## src/rtl/serdes_pkg.sv

```systemverilog
// Shared definitions for the serializer/deserializer pair: default word
// geometry and the two-state framing FSM encoding.
package serdes_pkg;

    localparam int DEFAULT_WIDTH     = 8;
    localparam int DEFAULT_LOG_WIDTH = 3;

    // Framing FSM encoding, kept as plain constants so older tools and
    // the serializer can share the same values.
    localparam logic [0:0] ST_IDLE  = 1'b0;
    localparam logic [0:0] ST_SHIFT = 1'b1;

endpackage : serdes_pkg

```

## src/rtl/deser_fifo2.sv

```systemverilog
// Two-entry output buffer. The oldest word is always held in head_q, so the
// read data is a flop output and reads as zero whenever the buffer is empty.
module deser_fifo2
    import serdes_pkg::*;
#(
    parameter int WIDTH = DEFAULT_WIDTH
) (
    input  logic             clock_in,
    input  logic             reset_n,
    input  logic             push,
    input  logic [WIDTH-1:0] din,
    input  logic             pop,
    output logic [WIDTH-1:0] dout,
    output logic             full,
    output logic             empty
);

    logic [WIDTH-1:0] head_q, head_d;
    logic [WIDTH-1:0] tail_q, tail_d;
    logic [1:0]       cnt_q,  cnt_d;
    logic             pop_s;
    logic             push_s;

    // Next-state of the two slots; a pop on the same edge frees room for a push.
    always_comb begin
        head_d = head_q;
        tail_d = tail_q;
        cnt_d  = cnt_q;
        pop_s  = pop && (cnt_q != 2'd0);
        push_s = push && ((cnt_q != 2'd2) || pop_s);
        case ({push_s, pop_s})
            2'b10: begin
                case (cnt_q)
                    2'd0: begin
                        head_d = din;
                        cnt_d  = 2'd1;
                    end
                    2'd1: begin
                        tail_d = din;
                        cnt_d  = 2'd2;
                    end
                    default: begin
                        cnt_d = cnt_q;
                    end
                endcase
            end
            2'b01: begin
                case (cnt_q)
                    2'd1: begin
                        head_d = {WIDTH{1'b0}};
                        cnt_d  = 2'd0;
                    end
                    2'd2: begin
                        head_d = tail_q;
                        tail_d = {WIDTH{1'b0}};
                        cnt_d  = 2'd1;
                    end
                    default: begin
                        cnt_d = cnt_q;
                    end
                endcase
            end
            2'b11: begin
                // Occupancy is unchanged; the word moves through the slots.
                if (cnt_q == 2'd1) begin
                    head_d = din;
                end else begin
                    head_d = tail_q;
                    tail_d = din;
                end
            end
            default: begin
                cnt_d = cnt_q;
            end
        endcase
    end

    // Slot and occupancy registers.
    always_ff @(posedge clock_in or negedge reset_n) begin
        if (!reset_n) begin
            head_q <= {WIDTH{1'b0}};
            tail_q <= {WIDTH{1'b0}};
            cnt_q  <= 2'd0;
        end else begin
            head_q <= head_d;
            tail_q <= tail_d;
            cnt_q  <= cnt_d;
        end
    end

    assign dout  = head_q;
    assign full  = (cnt_q == 2'd2);
    assign empty = (cnt_q == 2'd0);

endmodule : deser_fifo2

```

## src/rtl/deserializer.sv

```systemverilog
// Serial-to-parallel converter: LSB-first bits framed by sync_start are
// assembled into WIDTH-bit words and queued in a two-entry output buffer.
module deserializer
    import serdes_pkg::*;
#(
    parameter int WIDTH     = DEFAULT_WIDTH,
    parameter int LOG_WIDTH = DEFAULT_LOG_WIDTH
) (
    input  logic             clock_in,
    input  logic             reset_n,
    input  logic             sin,
    input  logic             sin_valid,
    input  logic             sync_start,
    output logic [WIDTH-1:0] dout,
    output logic             dout_valid,
    input  logic             dout_ready,
    input  logic             clr_overflow,
    output logic             overflow,
    output logic             frame_err
);

    localparam logic [LOG_WIDTH:0] CNT_ONE  = {{LOG_WIDTH{1'b0}}, 1'b1};
    localparam logic [LOG_WIDTH:0] LAST_IDX = (LOG_WIDTH + 1)'(WIDTH - 1);

    logic [0:0]       state_q,     state_d;
    logic [LOG_WIDTH:0] count_q,   count_d;
    logic [WIDTH-1:0] shift_reg_q, shift_reg_d;
    logic             frame_err_q, frame_err_d;
    logic             overflow_q,  overflow_d;
    logic             push_s;
    logic [WIDTH-1:0] word_s;
    logic             full_s;
    logic             empty_s;

    // Completed word: the bit arriving now becomes the MSB.
    assign word_s = {sin, shift_reg_q[WIDTH-2:0]};

    // Framing FSM and bit assembly; only qualified bits advance anything.
    always_comb begin
        state_d     = state_q;
        count_d     = count_q;
        shift_reg_d = shift_reg_q;
        frame_err_d = 1'b0;
        push_s      = 1'b0;
        if (sin_valid) begin
            case (state_q)
                ST_IDLE: begin
                    if (sync_start) begin
                        shift_reg_d    = {WIDTH{1'b0}};
                        shift_reg_d[0] = sin;
                        count_d        = CNT_ONE;
                        state_d        = ST_SHIFT;
                    end else begin
                        state_d = ST_IDLE;
                    end
                end
                ST_SHIFT: begin
                    if (sync_start) begin
                        // Restart mid-word: drop the partial word and flag it.
                        frame_err_d    = 1'b1;
                        shift_reg_d    = {WIDTH{1'b0}};
                        shift_reg_d[0] = sin;
                        count_d        = CNT_ONE;
                    end else if (count_q == LAST_IDX) begin
                        push_s      = 1'b1;
                        shift_reg_d = {WIDTH{1'b0}};
                        count_d     = {(LOG_WIDTH + 1){1'b0}};
                        state_d     = ST_IDLE;
                    end else begin
                        shift_reg_d[count_q[LOG_WIDTH-1:0]] = sin;
                        count_d = count_q + CNT_ONE;
                    end
                end
                default: begin
                    state_d     = ST_IDLE;
                    count_d     = {(LOG_WIDTH + 1){1'b0}};
                    shift_reg_d = {WIDTH{1'b0}};
                end
            endcase
        end else begin
            state_d = state_q;
        end
    end

    // Sticky drop flag: a drop on the same edge as a clear wins.
    always_comb begin
        if (push_s && full_s && !dout_ready) begin
            overflow_d = 1'b1;
        end else if (clr_overflow) begin
            overflow_d = 1'b0;
        end else begin
            overflow_d = overflow_q;
        end
    end

    // Framing state, assembly register and status flags.
    always_ff @(posedge clock_in or negedge reset_n) begin
        if (!reset_n) begin
            state_q     <= ST_IDLE;
            count_q     <= {(LOG_WIDTH + 1){1'b0}};
            shift_reg_q <= {WIDTH{1'b0}};
            frame_err_q <= 1'b0;
            overflow_q  <= 1'b0;
        end else begin
            state_q     <= state_d;
            count_q     <= count_d;
            shift_reg_q <= shift_reg_d;
            frame_err_q <= frame_err_d;
            overflow_q  <= overflow_d;
        end
    end

    deser_fifo2 #(
        .WIDTH (WIDTH)
    ) u_fifo (
        .clock_in (clock_in),
        .reset_n  (reset_n),
        .push     (push_s),
        .din      (word_s),
        .pop      (dout_ready),
        .dout     (dout),
        .full     (full_s),
        .empty    (empty_s)
    );

    assign dout_valid = !empty_s;
    assign overflow   = overflow_q;
    assign frame_err  = frame_err_q;

endmodule : deserializer

```

## config.mk

```make
export PLATFORM = sky130hd
export DESIGN_NAME = deserializer
export DESIGN_NICKNAME = d
export VERILOG_FILES = /design/src/rtl/serdes_pkg.sv /design/src/rtl/deser_fifo2.sv /design/src/rtl/deserializer.sv
export SDC_FILE = /design/constraint.sdc
export NUM_CORES = 1
export LEC_CHECK = 0
export CAP_MARGIN = 20
export CORE_AREA = 2 2 78 65
export CTS_CLUSTER_DIAMETER = 60
export DETAILED_ROUTE_END_ITERATION = 16
export DIE_AREA = 0 0 80 67
export HOLD_SLACK_MARGIN = 0.03
export SYNTH_ARGS = -nofsm -noshare
export SYNTH_HDL_FRONTEND = slang
export SYNTH_SLANG_ARGS = --single-unit
```

## constraint.sdc

```tcl
create_clock -name clock_in -period 6.25 [get_ports clock_in]
set_input_delay 1.25 -clock clock_in [delete_from_list [all_inputs] [get_ports clock_in]]
set_output_delay 1.25 -clock clock_in [all_outputs]
set_load 0.1 [all_outputs]
```

==> results.toml <==
[status]
status = "finished, final reports clean"

[power]
power_switching_mw = 0.500
swShare_pct = 48.2
clkPwrFrac_pct = 21.4
p_leak_nw = 0.883
p_int_mw = 0.538
pwr-share-seq_pct = 31.8
combPwrFrac_pct = 46.8
powerDensity_nw_per_um2 = 489
vdd_drop_max_mv = 0.285
finalPower_mw = 1.04

[clock_network]
htree_levels = 2
clk_pin_slew_worst_paths_ns = 0.07
clkLatencyLatePin_ns = 0.28
cts_tree = "built"
cts_resized = 0
numCtsBuffers = 5
clock-sinks = 32
cts_buffer_depth = 2
post_cts_buffers = 0
root_buffer = "clkbuf_8"
postCtsHoldBufs = 0

[sta]
tns_ns = 0
relSlewSlack_pct = 35.2
min_period_over_period_pct = 60.3
hold_slack_ns = 0.488
fmax_mhz = 265
drv_slew = 0
hold_viol = 0
layout_setup_ws_ns = 2.48
fin_worst_skew_ns = 0.00388
min_period_ns = 3.77
tightest_slew_ns = 0.968
rsz0062_at_grt = "false"
setup_violations = 0

[finish]
utilization_pct = 47.1
antenna_cells = 0
nNetsFinal = 224
layout-drive-gt1-share_pct = 7.51
stdcell_area_um2 = 2120
multiInputGateArea_um2 = 900
instances_no_fill = 273
fillerInstances = 452
register_area_um2 = 801
syn_to_final_growth_pct = 18.1

[synthesis]
synth_area_um2 = 1800
synthTopCellsByCount = "dfrtp_1, o21ai_0, a21oi_1, nor2_1, nand2_1"
yosys.area.top_type = "dfrtp_1"
synth_ff_type = "dfrtp_1"
ys_warn_count = 0
yosysSeqAreaShare_pct = 44.5
ys_ff_latch = 32
async_flop_share_pct = 100
yosysUniqueCellTypes = 39
synth_edf_count = 0
synthTopCellsByArea = "dfrtp_1, a22o_1, o21ai_0, a21oi_1, nor2_1"
syn_inst = 199
synthesis.nets = 211
synth_top_area_share_pct = 44.5
yosysMostFrequentCell = "dfrtp_1"
syn_area_per_cell_um2 = 9.04

[route]
vias = 1535
vias_per_cell = 5.62
drtIter0Drc = 155
routed_wl_um = 4130
drt_first_pass_iters = 4
wire_per_inst_um = 15.1
postRouteAntennaNets = 0
drc = 0

[place]
pre_cts_ws_ns = 2.21
dp_hpwl_um = 2910
dpl.cell_count = 265
dpl_cell_area_um2 = 2000
port_buffers = 17
gp_congestion = 0.820

[die]
rows = 22
start_util_pct = 39.9
dieArea_um2 = 5360
coreArea_um2 = 4510
die_w_um = 80
die_h_um = 67
ios = 18

[worst_setup_path]
critPathArrivalTime_ns = 3.99
critPathKind = "in2reg"
start_kind = "primary input"
crit_fanout = 15
cp-end-kind = "register"
required_ns = 6.47

[worst_hold_path]
min_path_type = "reg2reg"

[global_route]
grt_max_degree = 33
gr-usage-all-layers_pct = 17.6
antenna_found_initial = 0
grt_pass1_vias = 1432
grt_pass1_wl_um = 7180
overflow = 0

[run]
maxCapViolCount = 0
-- worst paths after layout --
| path | end | slack (ns) | startpoint | cells past startpoint |
|---|---|---|---|---|
| worst min register to register | u_fifo.dout[5]$_DFFE_PN0P_ | 0.49 | u_fifo.dout[5]$_DFFE_PN0P_ | 2 |
| max in group asynchronous | u_fifo.tail_q[1]$_DFFE_PN0P_ | 4.59 | reset_n | 2 |
| worst min-delay path | u_fifo.dout[5]$_DFFE_PN0P_ | 0.49 | u_fifo.dout[5]$_DFFE_PN0P_ | 2 |
| worst max-delay path | u_fifo.tail_q[2]$_DFFE_PN0P_ | 2.48 | sin_valid | 9 |
| min in group asynchronous | count_q[3]$_DFFE_PN0P_ | 1.36 | reset_n | 2 |
| worst max register to register | u_fifo.tail_q[2]$_DFFE_PN0P_ | 3.30 | count_q[0]$_DFFE_PN0P_ | 8 |
-- placed cells by master, fill, tap and decap left out, types with 2 or more instances in the layout --
master	count
nand2_1	14
a22o_1	12
a221oi_1	3
clkdlybuf4s50_1	17
a21oi_1	17
ha_1	5
nor2b_1	5
inv_1	12
a222oi_1	3
nand2b_1	4
o21ai_0	20
nand4_1	5
a31oi_1	2
clkbuf_8	7
nand3b_1	3
and3_1	2
or2_2	2
o22ai_1	3
nand3_1	3
nor2_1	17
o21bai_1	2
nor3_1	3
nor3b_1	2
dfrtp_1	32
mux2_2	2
a21boi_0	2
-- registers in the layout, indices dropped and copies added (netlist names) --
register and count:
state_q 1, count_q 4, u_fifo.dout 8, shift_reg_q 7, overflow 1, frame_err 1, u_fifo.cnt_q 2, u_fifo.tail_q 8
-- power groups by stage --
stage | clock, mW | combinational [mW] | sequential, mW
global route | 0.236 | 0.526 | 0.342
CTS | 0.228 | 0.489 | 0.329
finish | 0.222 | 0.486 | 0.330
global placement | 0 | 0.486 | 0.334
floorplan | 0 | 0.229 | 0.481
detailed placement | 0 | 0.487 | 0.334
-- kinds of logic after synthesis --
kind of cell | after synthesis | share of synthesized area, %
adder cells (fa/ha/maj) | 5 | 3.48
buffers and inverters | 24 | 5.49
multiplexers | 2 | 1.25
flip-flops | 32 | 44.5
AND/OR/NAND/NOR | 64 | 18.3
AO/OA/AOI/OAI | 72 | 27.0
-- worst max-delay path, cell delays in order --
cell and delay, ns:
clkdlybuf4s50_1 0.66, nand2_1 0.09, nor2_1 0.12, nand2_1 0.10, or2_2 0.32, ha_1 0.38
or4_4 0.60, a21oi_4 0.27, a22o_1 0.19
-- layer usage --
| metal | GRT usage, % | part of all wire, % | routed length (um) |
|---|---|---|---|
| met2 | 25.0 | 42 | 1740 |
| met5 | 0 | 0 | 0 |
| met1 | 26.7 | 52 | 2150 |
| met3 | 3.66 | 5.1 | 210 |
| met4 | 5.08 | 0.87 | 36 |
-- layout make-up --
cell class,count,share of cell area (%)
Clock inverter,1,1.41
Timing Repair Buffer,18,8.36
Inverter,12,2.12
Sequential cell,32,37.7
Clock buffer,7,4.53
Tap cell,60,3.53
Multi-Input combinational cell,143,42.3
Note: power is estimated with default switching activity, not from simulation.
